$ cat config.mk
export PLATFORM = sky130hd
export DESIGN_NAME = instr_mem_responder_flat
export DESIGN_NICKNAME = d
export VERILOG_FILES = /design/src/rtl/instr_mem_responder_pkg.sv /design/src/rtl/instr_mem_responder_if.sv /design/src/rtl/instr_mem_responder_array.sv /design/src/rtl/instr_mem_responder.sv /design/src/flat_wrapper.sv
export SDC_FILE = /design/constraint.sdc
export NUM_CORES = 2
export LEC_CHECK = 0
export CAP_MARGIN = 10
export CORE_MARGIN = 1.5
export CORE_UTILIZATION = 53
export CTS_CLUSTER_SIZE = 24
export DETAILED_ROUTE_END_ITERATION = 8
export MAX_ROUTING_LAYER = met4
export PLACE_DENSITY = 0.68
export SKIP_CTS_REPAIR_TIMING = 1
export SYNTH_ARGS = -nofsm -noshare
export SYNTH_HDL_FRONTEND = slang
export SYNTH_SLANG_ARGS = --single-unit
export TNS_END_PERCENT = 50
$ cat constraint.sdc
create_clock -name clk -period 14.9 [get_ports clk]
set_input_delay 2.98 -clock clk [delete_from_list [all_inputs] [get_ports clk]]
set_output_delay 2.98 -clock clk [all_outputs]
set_load 0.1 [all_outputs]
$ cat src/rtl/instr_mem_responder_pkg.sv
// Shared constants and state encoding for the instruction-memory responder.
// Optional parity storage is enabled elsewhere by defining INSTR_MEM_PARITY_EN.
package pipe_pkg;

    localparam int ADDR_W = 8;
    localparam int DATA_W = 16;
    localparam logic [DATA_W-1:0] NOP_WORD = 16'h0000;

    typedef enum logic {
        IMEM_LOAD = 1'b0,
        IMEM_RUN  = 1'b1
    } imem_state_e;

endpackage

$ cat src/rtl/instr_mem_responder_if.sv
// Fetch-side request/response handshake between the fetch stage (master)
// and the instruction-memory responder (slave).
interface instr_mem_responder_if #(
    parameter int ADDR_W = pipe_pkg::ADDR_W,
    parameter int DATA_W = pipe_pkg::DATA_W
) ();

    logic              req_valid;
    logic [ADDR_W-1:0] req_addr;
    logic              req_ready;
    logic              rsp_valid;
    logic [DATA_W-1:0] rsp_instr;
    logic              rsp_ready;

    modport master (
        output req_valid, req_addr, rsp_ready,
        input  req_ready, rsp_valid, rsp_instr
    );

    modport slave (
        input  req_valid, req_addr, rsp_ready,
        output req_ready, rsp_valid, rsp_instr
    );

endinterface

$ cat src/rtl/instr_mem_responder_array.sv
// Program store: one write port, one registered read port, per-word written bits.
// INSTR_MEM_PARITY_EN adds a stored even-parity bit per word and a read-time check.
module instr_mem_array #(
    parameter int                ADDR_W   = pipe_pkg::ADDR_W,
    parameter int                DATA_W   = pipe_pkg::DATA_W,
    parameter logic [DATA_W-1:0] NOP_WORD = pipe_pkg::NOP_WORD
) (
    input  logic              clk,
    input  logic              rst,
    input  logic              wr_en,
    input  logic [ADDR_W-1:0] wr_addr,
    input  logic [DATA_W-1:0] wr_data,
    input  logic              rd_en,
    input  logic [ADDR_W-1:0] rd_addr,
`ifdef INSTR_MEM_PARITY_EN
    output logic              rd_perr,
`endif
    output logic [DATA_W-1:0] rd_data
);

    localparam int DEPTH = 2 ** ADDR_W;

    logic [DATA_W-1:0] mem [DEPTH];
    logic [DEPTH-1:0]  written;

    // Storage is deliberately not reset; the written bits make stale contents invisible.
    always_ff @(posedge clk) begin
        if (wr_en) begin
            mem[wr_addr] <= wr_data;
        end
    end

    always_ff @(posedge clk or posedge rst) begin
        if (rst) begin
            written <= '0;
            rd_data <= '0;
        end else begin
            if (wr_en) begin
                written[wr_addr] <= 1'b1;
            end
            if (rd_en) begin
                rd_data <= written[rd_addr] ? mem[rd_addr] : NOP_WORD;
            end
        end
    end

`ifdef INSTR_MEM_PARITY_EN
    logic par [DEPTH];

    always_ff @(posedge clk) begin
        if (wr_en) begin
            par[wr_addr] <= ^wr_data;
        end
    end

    always_ff @(posedge clk or posedge rst) begin
        if (rst) begin
            rd_perr <= 1'b0;
        end else if (rd_en) begin
            rd_perr <= written[rd_addr] && ((^mem[rd_addr]) != par[rd_addr]);
        end
    end
`endif

endmodule

$ cat src/rtl/instr_mem_responder.sv
// Instruction-memory responder: sequential program loader plus 1-cycle-latency fetch port.
// Define INSTR_MEM_PARITY_EN to add per-word parity storage and the parity_err output.
module instr_mem_responder #(
    parameter int                ADDR_W   = pipe_pkg::ADDR_W,
    parameter int                DATA_W   = pipe_pkg::DATA_W,
    parameter logic [DATA_W-1:0] NOP_WORD = pipe_pkg::NOP_WORD
) (
    input  logic                 clk,
    input  logic                 rst,
    input  logic                 load_start,
    input  logic                 load_wr,
    input  logic [DATA_W-1:0]    load_data,
    input  logic                 load_done,
    output logic [ADDR_W-1:0]    load_ptr,
    output logic                 loading,
`ifdef INSTR_MEM_PARITY_EN
    output logic                 parity_err,
`endif
    instr_mem_responder_if.slave fetch
);

    localparam logic [ADDR_W-1:0] LAST_ADDR = '1;

    pipe_pkg::imem_state_e state, state_next;
    logic [ADDR_W-1:0]     ptr_next;
    logic                  rsp_valid_q, rsp_valid_next;
    logic                  req_ready_c;
    logic                  wr_en, rd_en;

    always_ff @(posedge clk or posedge rst) begin
        if (rst) begin
            state       <= pipe_pkg::IMEM_LOAD;
            load_ptr    <= '0;
            rsp_valid_q <= 1'b0;
        end else begin
            state       <= state_next;
            load_ptr    <= ptr_next;
            rsp_valid_q <= rsp_valid_next;
        end
    end

    always_comb begin
        state_next     = state;
        ptr_next       = load_ptr;
        rsp_valid_next = rsp_valid_q;
        req_ready_c    = 1'b0;
        wr_en          = 1'b0;
        rd_en          = 1'b0;
        case (state)
            pipe_pkg::IMEM_LOAD: begin
                if (load_start) begin
                    ptr_next = '0;
                end else if (load_wr) begin
                    wr_en    = 1'b1;
                    ptr_next = load_ptr + 1'b1;
                    if (load_ptr == LAST_ADDR) begin
                        state_next = pipe_pkg::IMEM_RUN;
                    end
                end
                if (load_done) begin
                    state_next = pipe_pkg::IMEM_RUN;
                end
            end
            pipe_pkg::IMEM_RUN: begin
                if (load_start) begin
                    // Reload request wins: pending response is dropped, nothing accepted.
                    state_next     = pipe_pkg::IMEM_LOAD;
                    ptr_next       = '0;
                    rsp_valid_next = 1'b0;
                end else begin
                    req_ready_c = !rsp_valid_q || fetch.rsp_ready;
                    if (fetch.req_valid && req_ready_c) begin
                        rd_en          = 1'b1;
                        rsp_valid_next = 1'b1;
                    end else if (fetch.rsp_ready) begin
                        rsp_valid_next = 1'b0;
                    end
                end
            end
            default: begin
                state_next = pipe_pkg::IMEM_LOAD;
            end
        endcase
    end

    assign loading         = (state == pipe_pkg::IMEM_LOAD);
    assign fetch.req_ready = req_ready_c;
    assign fetch.rsp_valid = rsp_valid_q;

    instr_mem_array #(
        .ADDR_W   (ADDR_W),
        .DATA_W   (DATA_W),
        .NOP_WORD (NOP_WORD)
    ) u_array (
        .clk     (clk),
        .rst     (rst),
        .wr_en   (wr_en),
        .wr_addr (load_ptr),
        .wr_data (load_data),
        .rd_en   (rd_en),
        .rd_addr (fetch.req_addr),
`ifdef INSTR_MEM_PARITY_EN
        .rd_perr (parity_err),
`endif
        .rd_data (fetch.rsp_instr)
    );

endmodule

$ cat src/flat_wrapper.sv
// flat-port wrapper written by rule: the top's interface ports become plain ports
module instr_mem_responder_flat 
#(
    parameter int                ADDR_W   = pipe_pkg::ADDR_W,
    parameter int                DATA_W   = pipe_pkg::DATA_W,
    parameter logic [DATA_W-1:0] NOP_WORD = pipe_pkg::NOP_WORD
)
  (clk, rst, load_start, load_wr, load_data, load_done, load_ptr, loading, fetch_req_valid, fetch_req_addr, fetch_rsp_ready, fetch_req_ready, fetch_rsp_valid, fetch_rsp_instr);
  instr_mem_responder_if #(.ADDR_W(ADDR_W), .DATA_W(DATA_W)) fetch_i ();
  input  logic clk;
  input  logic rst;
  input  logic load_start;
  input  logic load_wr;
  input  logic [DATA_W-1:0] load_data;
  input  logic load_done;
  output logic [ADDR_W-1:0] load_ptr;
  output logic loading;
  input wire logic [$bits(fetch_i.req_valid)-1:0] fetch_req_valid;
  input wire logic [$bits(fetch_i.req_addr)-1:0] fetch_req_addr;
  input wire logic [$bits(fetch_i.rsp_ready)-1:0] fetch_rsp_ready;
  output wire logic [$bits(fetch_i.req_ready)-1:0] fetch_req_ready;
  output wire logic [$bits(fetch_i.rsp_valid)-1:0] fetch_rsp_valid;
  output wire logic [$bits(fetch_i.rsp_instr)-1:0] fetch_rsp_instr;
  assign fetch_i.req_valid = fetch_req_valid;
  assign fetch_i.req_addr = fetch_req_addr;
  assign fetch_i.rsp_ready = fetch_rsp_ready;
  assign fetch_req_ready = fetch_i.req_ready;
  assign fetch_rsp_valid = fetch_i.rsp_valid;
  assign fetch_rsp_instr = fetch_i.rsp_instr;
  instr_mem_responder #(.ADDR_W(ADDR_W), .DATA_W(DATA_W), .NOP_WORD(NOP_WORD)) u_core (.clk(clk), .rst(rst), .load_start(load_start), .load_wr(load_wr), .load_data(load_data), .load_done(load_done), .load_ptr(load_ptr), .loading(loading), .fetch(fetch_i));
endmodule
==> results.cfg <==
[logic_synthesis]
synth_top_area_share_pct = 72.7
yosys_warnings = 0
synth-seq-cells = 4378
ys_seq_area_share_pct = 76.9
synthCells = 8100
synthTopCellsByArea = edfxtp_1, mux4_2, dfrtp_1
synth_flop_cell = edfxtp_1
synth_edf_count = 4096
yosys.cell_types.count = 73
ys_async_sr_fraction_pct = 6.44
synth_nets = 8135
postSynthAreaPerCell_um2 = 20.9
yosysTopAreaCell = edfxtp_1
synth_area_um2 = 169000

[pwr]
leakagePower_nw = 63.2
vdd_ir_drop_max_mv = 0.142
power_density_nw_per_um2 = 136

[global_routing]
antenna_found_initial = 23
grt_max_degree = 127
grt_usage_pct = 30.9
grt_overflow = 0
grt_pass1_vias = 86200
grt_pass1_wl_mm = 675

[finish]
fin_util_pct = 60.1
fin_cells = 13100
nets = 8563
areaGrowthSynthToFinish_pct = 12.8
layout_commonest_cell = edfxtp_1
drive_above_1_share_pct = 27.7
fillCellCount = 21800
most-common-layout-cells = edfxtp_1, mux4_2, mux2i_1

[worst_setup_path]
worstSetupPathType = primary input to output port
cp.arrival_ns = 6.06
reg2reg_slack_ns = 10.84
critical_path.top_delay_family = buffers and inverters
crit_required_ns = 11.92
crit_slowest_cell = clkdlybuf4s50_1
max_stage_delay_ns = 1.31
worstPathMaxFanout = 12
path_cells = clkdlybuf4s50_1 -> nand2b_1 -> nor2_2 -> clkdlybuf4s50_1
cp-start-kind = primary input
crit_buf_inv = 2
setup.worst_path.end_class = output port
crit_top_cell = clkdlybuf4s50_1

[sta]
relSlewSlack_pct = 11.3
setup_violations = 0
layout_min_cycle_time_ns = 9.04
setup_tns_ns = 0
timing.final.crit_share_pct = 60.7
max_freq_mhz = 111
drv_slew = 0
finalClockSkew_ns = 0.0727
worstMarginPinSlew_ns = 1.33
holdWs_ns = 0.461
hold_viol = 0
rsz0062_at_grt = false

[route]
vias_per_cell = 6.74
avgRoutedWirePerCell_um = 37.0
firstDrtPassIters = 5
topRoutingLayerUsed = met4
drc_errors = 0
vias = 88300
wl_met2_mm = 224
first_iter_violations = 14300
route.met3.wl_mm = 56.4
ant_nets = 0
wl_mm = 485
wl_met1_mm = 179

[clock_tree]
h-tree-depth = 5
clock_sinks = 4378
cts_root_buf = clkbuf_16
clock_path_buffers = 4
path_clk_slew_ns = 0.06
tritoncts = done
clk-insertion-delay-late_ns = 1.00
numCtsBuffers = 431

[die]
core_area_um2 = 318000
pin_count = 58
die_h_um = 568
initial_core_util_pct = 53.2
rows = 207
die_w_um = 568
dieArea_um2 = 323000

[hold_path]
hp-class = flop to flop

[flow_run]
cap_violations = 0

[place]
hpwlAfterDp_mm = 276
place_inst = 12300
globalplace.congestion = 0.894
port_buffers = 57

[run_status]
run_status = completed
==> worst reg2reg max path: stages (launching register included) <==
cell and delay [ns]:
dfrtp_1 0.42, nand2b_1 0.11, nor2_2 0.86, nand2_1 0.84, or4_1 0.80, o32ai_1 0.30, o32a_2 0.31, inv_2 0.17
o21ai_1 0.19
==> area by class of cell <==
class / instances / area, µm² / area share, %
clock inverters: 215 / 2740 / 1.43
well taps: 4180 / 5230 / 2.74
flip-flops and latches: 4378 / 130000 / 68.1
repair buffers: 465 / 4010 / 2.10
diodes: 15 / 37.5 / 0.0197
inverters: 11 / 61.3 / 0.0321
clock buffers: 593 / 11900 / 6.22
multi-input cells: 3241 / 36900 / 19.3
==> metal layers <==
metal | vias to the layer above | GRT usage, %
li1 | 34400 | -
met4 | 0 | 14.0
met2 | 5980 | 45.7
met5 | - | -
met3 | 1025 | 6.42
met1 | 47000 | 41.7
==> synth_stat cells (18+ instances only) <==
cell      count
edfxtp_1   4096
mux4_2      926
mux2i_1     512
nor2_1      329
dfrtp_1     282
or2_2       258
nand2_1     223
a21oi_1     181
clkbuf_1    175
a22oi_1     153
buf_2       124
o221ai_1     97
o22ai_1      93
nand3_1      82
o21ai_0      82
buf_6        80
buf_4        61
a31oi_1      26
buf_1        26
a211oi_1     23
a311oi_1     19
nand4_1      19
nor2b_1      18
nor3_1       18
==> power breakdown <==
group | internal, mW | total (mW) | switching (mW) | leakage, nW
sequential | 13.5 | 13.5 | 0.0554 | 40.7
combinational | 0.413 | 1.41 | 0.994 | 15.4
clock | 6.41 | 11.1 | 4.71 | 7.09
==> metrics by stage <==
stage                     setup slack, ns  area, µm²  power [mW]
final                                5.86     191000        26.0
after global routing                 5.96     191000        26.6
after CTS                            5.92     191000        26.1
after detailed placement             5.92     176000        15.2
after global placement               5.90     176000        15.1
after floorplan                      4.14     169000        14.5
==> cells by family (layout without fill, tap and decap cells) <==
| group | count (synthesis) | in the layout | share of synthesized area [%] |
|---|---|---|---|
| fa+ha+maj | 4 | 4 | 0.0296 |
| compound gates | 786 | 786 | 3.15 |
| simple gates | 998 | 998 | 2.81 |
| other cells | 0 | 15 | 0 |
| flops | 4378 | 4378 | 76.9 |
| xor+xnor | 6 | 6 | 0.0311 |
| mux | 1447 | 1447 | 15.4 |
| buf+inv | 481 | 1284 | 1.68 |
==> registers in the layout, indices dropped and copies added (netlist names) <==
register                count
u_core.u_array.mem       4096
u_core.u_array.written    256
u_core.u_array.rd_data     16
u_core.load_ptr             8
u_core.fetch.rsp_valid      1
u_core.state                1
==> final timing paths <==
check | depth (start not counted) | startpoint | end
worst max register to register | 8 | u_core.state | u_core.u_array.rd_data[15]
worst min-delay path | 1 | u_core.u_array.written[214] | u_core.u_array.written[214]
max in group asynchronous | 4 | rst | u_core.u_array.written[225]
worst min register to register | 1 | u_core.u_array.written[214] | u_core.u_array.written[214]
worst max-delay path | 4 | load_start | fetch_req_ready
min in group asynchronous | 2 | rst | u_core.u_array.written[30]
(Power assumes the default switching activity.)
